--- src/rtl/div_param.sv ---
// Parametrised restoring divider: one quotient bit per clock, RISC-V M semantics.
// result = {remainder, quotient}; signed mode uses truncating division.
module div_param #(
    parameter int WIDTH = 16
) (
    input  logic               clk,
    input  logic               reset,
    input  logic               init,
    input  logic               signed_mode,
    input  logic [WIDTH-1:0]   op_A,
    input  logic [WIDTH-1:0]   op_B,
    output logic [2*WIDTH-1:0] result,
    output logic               done,
    output logic               busy,
    output logic               div_by_zero
);

    localparam int CW = $clog2(WIDTH) + 1;

    typedef enum logic [1:0] {
        IDLE,
        CALC,
        FIX
    } state_t;

    state_t           state;
    logic             init_q;
    logic [CW-1:0]    cnt;
    logic [WIDTH-1:0] rem;
    logic [WIDTH-1:0] quo;
    logic [WIDTH-1:0] b_mag;
    logic [WIDTH-1:0] a_orig;
    logic             neg_q;
    logic             neg_r;
    logic             dz;

    logic             sa;
    logic             sb;
    logic [WIDTH-1:0] a_mag_c;
    logic [WIDTH-1:0] b_mag_c;
    logic [WIDTH:0]   shifted;
    logic             fits;
    logic [WIDTH-1:0] diff;
    logic [WIDTH-1:0] q_fix;
    logic [WIDTH-1:0] r_fix;

    assign sa      = signed_mode & op_A[WIDTH-1];
    assign sb      = signed_mode & op_B[WIDTH-1];
    assign a_mag_c = sa ? -op_A : op_A;
    assign b_mag_c = sb ? -op_B : op_B;

    // Shifted partial remainder needs one extra bit; the difference never does.
    assign shifted = {rem, quo[WIDTH-1]};
    assign fits    = shifted >= {1'b0, b_mag};
    assign diff    = shifted[WIDTH-1:0] - b_mag;

    assign q_fix = neg_q ? -quo : quo;
    assign r_fix = neg_r ? -rem : rem;

    always_ff @(posedge clk or negedge reset) begin
        if (!reset) begin
            state       <= IDLE;
            init_q      <= 1'b0;
            cnt         <= '0;
            rem         <= '0;
            quo         <= '0;
            b_mag       <= '0;
            a_orig      <= '0;
            neg_q       <= 1'b0;
            neg_r       <= 1'b0;
            dz          <= 1'b0;
            result      <= '0;
            done        <= 1'b0;
            busy        <= 1'b0;
            div_by_zero <= 1'b0;
        end else begin
            init_q <= init;
            done   <= 1'b0;
            case (state)
                IDLE: begin
                    if (init && !init_q) begin
                        quo    <= a_mag_c;
                        b_mag  <= b_mag_c;
                        a_orig <= op_A;
                        neg_q  <= sa ^ sb;
                        neg_r  <= sa;
                        dz     <= (op_B == '0);
                        rem    <= '0;
                        cnt    <= '0;
                        busy   <= 1'b1;
                        state  <= CALC;
                    end
                end
                CALC: begin
                    rem <= fits ? diff : shifted[WIDTH-1:0];
                    quo <= {quo[WIDTH-2:0], fits};
                    cnt <= cnt + 1'b1;
                    if (cnt == CW'(WIDTH - 1)) begin
                        state <= FIX;
                    end
                end
                FIX: begin
                    result      <= dz ? {a_orig, {WIDTH{1'b1}}}
                                      : {r_fix, q_fix};
                    div_by_zero <= dz;
                    done        <= 1'b1;
                    busy        <= 1'b0;
                    state       <= IDLE;
                end
                default: state <= IDLE;
            endcase
        end
    end

endmodule

--- config.mk ---
export PLATFORM = sky130hd
export DESIGN_NAME = div_param
export DESIGN_NICKNAME = d
export VERILOG_FILES = /design/src/rtl/div_param.sv
export SDC_FILE = /design/constraint.sdc
export NUM_CORES = 1
export LEC_CHECK = 0
export CAP_MARGIN = 20
export CORE_MARGIN = 10
export CORE_UTILIZATION = 35
export CTS_CLUSTER_SIZE = 12
export DETAILED_ROUTE_END_ITERATION = 6
export PLACE_DENSITY = 0.58
export SYNTH_ARGS = -nofsm -noshare
export SYNTH_HDL_FRONTEND = slang
export SYNTH_SLANG_ARGS = --single-unit
--- constraint.sdc ---
create_clock -name clk -period 6.85 [get_ports clk]
set_input_delay 0.685 -clock clk [delete_from_list [all_inputs] [get_ports clk]]
set_output_delay 0.685 -clock clk [all_outputs]
set_load 0.05 [all_outputs]
==> qor.yml <==
die_w_um: 155
placementRows: 49
clkLatencyLatePin_ps: 360
synth.ff_latch_count: 110
status: "completed"
cts_tree: "done"
drive_above_1_share_pct: 4.49
die_h_um: 155
antennaDiodeCount: 0
synth-edff-count: 0
clk_path_buf_depth: 2
synth_area_leaders: "dfrtp_1, nand2_1, o21ai_0"
drt_wl_total_um: 16300
grt_max_degree: 85
post_cts_resized: 0
synth.most_common_cell: "nand2_1"
cp-startpoint: "rem[11]$_DFFE_PN0P_"
r2r_cells: 8
regArea_um2: 2750
setup_violations: 0
finalCritPeriodShare_pct: 41.7
syn_to_final_growth_pct: 18.7
endpoint: "rem[15]$_DFFE_PN0P_"
max_cap_violations: 0
powerDensity_nw_per_um2: 548
synth_ff_type: "dfrtp_1"
holdCritPathClass: "input port to async pin"
critPathMaxFanout: 18
syn_area_um2: 6420
slew_viol_final: 0
synth_top_cell_by_area: "dfrtp_1"
synth_top_family_by_area: "compound AO/OA/AOI/OAI gates"
yosysSeqAreaShare_pct: 42.9
fin_util_pct: 42.3
antenna_found_initial: 0
min_period_ps: 2860
critPathCaptureType: "register"
start_util_pct: 35.6
vdd_drop_max_mv: 0.277
grt_pass1_vias: 5269
muxShareOfSynthArea_pct: 2.34
drc_errors: 0
synthAdderAreaFrac_pct: 4.60
final_antenna_net_count: 0
rr_startpoint: "rem[11]$_DFFE_PN0P_"
clkTransAtPathRegs_ps: 80
yosys_warnings: 0
synth_cell_type_count: 54
grt.total_usage_pct: 13.7
grt_setup_unrepaired: "no"
numPortBuffers: 70
worstMarginPinSlew_ps: 969
worst_setup_path_start_kind: "register"
timing.rr.end: "rem[15]$_DFFE_PN0P_"
rrSetupSlack_ps: 3990
clock-sinks: 110
slew_headroom_pct: 35.4
p_leak_nw: 3.29
synthCells: 744
first_pass_iters: 5
synth_area_per_cell_um2: 8.63
synthTopCellsByCount: "nand2_1, dfrtp_1, o21ai_0"
numCtsBuffers: 9
die_area_um2: 24200
grt_pass1_wl_um: 27200
crit_type: "register to register"
synth-simple-area-share_pct: 18.2
cts_max_level: 3
cts_hold_buffers: 0
hold_violations: 0
synth-compound-area-share_pct: 18.6
overflow: 0
async_flop_share_pct: 100
fillCellCount: 1870
synth_top_area_share_pct: 42.9
fin_nets: 855
drt-wirelength-per-cell_um: 15.9
stdcell_count: 1030
place_inst: 1014
cp_data_arrival_time_ps: 3100
routed_via_density: 5.14
core-area_um2: 18000
dp_hpwl_um: 11800
synth_fp_nets: 803
drt-initial-drc-count: 360
via_count: 5292
boundaryPins: 71
cts_root_buffer: "clkbuf_16"
place_congestion: 0.952
fmax_mhz: 350
fin_setup_tns_ps: 0
synthXorXnorAreaFrac_pct: 9.27
multiInputGateArea_um2: 3420
critPathRequiredTime_ps: 7090
finClkSkew_ps: 11.6
cts_setup_buffers: 0
[power by group]
group	leakage [nW]	switching, mW	total [mW]	internal [mW]
registers	1.32	0.300	1.27	0.968
clock network	0.139	0.264	0.552	0.288
logic	1.82	1.40	2.36	0.958
total	3.29	1.96	4.18	2.21
[per-stage QoR]
stage | hold WS (ps) | area (um^2) | power, mW | worst slack (ps)
floorplan | 389 | 6420 | 3.00 | 4530
global placement | 451 | 7320 | 3.64 | 3970
detailed placement | 456 | 7320 | 3.64 | 3970
CTS | 417 | 7630 | 4.20 | 4040
global route | 449 | 7630 | 4.55 | 3710
finish | 386 | 7630 | 4.18 | 3990
[registers in the layout, indices dropped and copies added, names as in the netlist, 2 cells and up]
register and flops:
a_orig 16, b_mag 16, cnt 5, quo 16
rem 16, result 32, state 2
[cell usage in the layout (no fill, tap or decap), types with 7 or more instances in the layout]
cell type	instances
nand3_1	19
buf_4	8
xor2_1	32
nor2_1	51
a31oi_1	7
dfrtp_1	110
o21ai_0	91
clkbuf_16	9
a22oi_1	15
inv_1	31
nand2_1	124
nand2b_1	8
ha_1	22
clkdlybuf4s50_1	69
mux2i_1	15
and3_1	10
a21oi_1	49
xnor2_1	36
o31ai_1	11
[worst max-delay path: stages (launching register included)]
cell and delay (ps):
dfrtp_1 480, ha_1 390, a21oi_1 270, o21ai_0 140, a21oi_1 190, a21oi_1 120, nor2_2 720, nor4_1 140
a311o_1 300
[metal layers]
| metal | track usage (%) | vias to the layer above | part of all wire [%] |
|---|---|---|---|
| li1 | - | 2687 | - |
| met1 | 18.9 | 2453 | 50 |
| met2 | 21.2 | 137 | 44 |
| met3 | 2.40 | 15 | 4.6 |
| met4 | 4.23 | 0 | 1.5 |
| met5 | 0 | - | 0 |
[how the worst min path moves through the flow]
stage               depth (start not counted)                     end  slack [ps]
floorplan                                   0   a_orig[0]$_DFFE_PN0P_         390
global placement                            2  result[22]$_DFFE_PN0P_         450
detailed placement                          2  a_orig[13]$_DFFE_PN0P_         460
CTS                                         1   result[8]$_DFFE_PN0P_         420
global route                                1          done$_DFF_PN0_         450
finish                                      1   result[8]$_DFFE_PN0P_         390
[area by class of cell]
type	instances	area share (%)
multi-input combinational	567	44.8
sequential	110	36.1
timing repair buffer	77	9.84
tap	229	3.76
clock buffer	9	2.95
inverter	31	1.53
clock inverter	7	1.03
[cells by family (layout without fill, tap and decap cells)]
family | Yosys count | in the layout
xor gates and xnor gates | 68 | 68
AOI/OAI and AO/OA | 204 | 204
DFF | 110 | 110
and+or+nand+nor | 257 | 257
buffers and inverters | 67 | 124
muxes | 15 | 15
adders and majority gates | 23 | 23
Power figures use the tool's default switching activity.
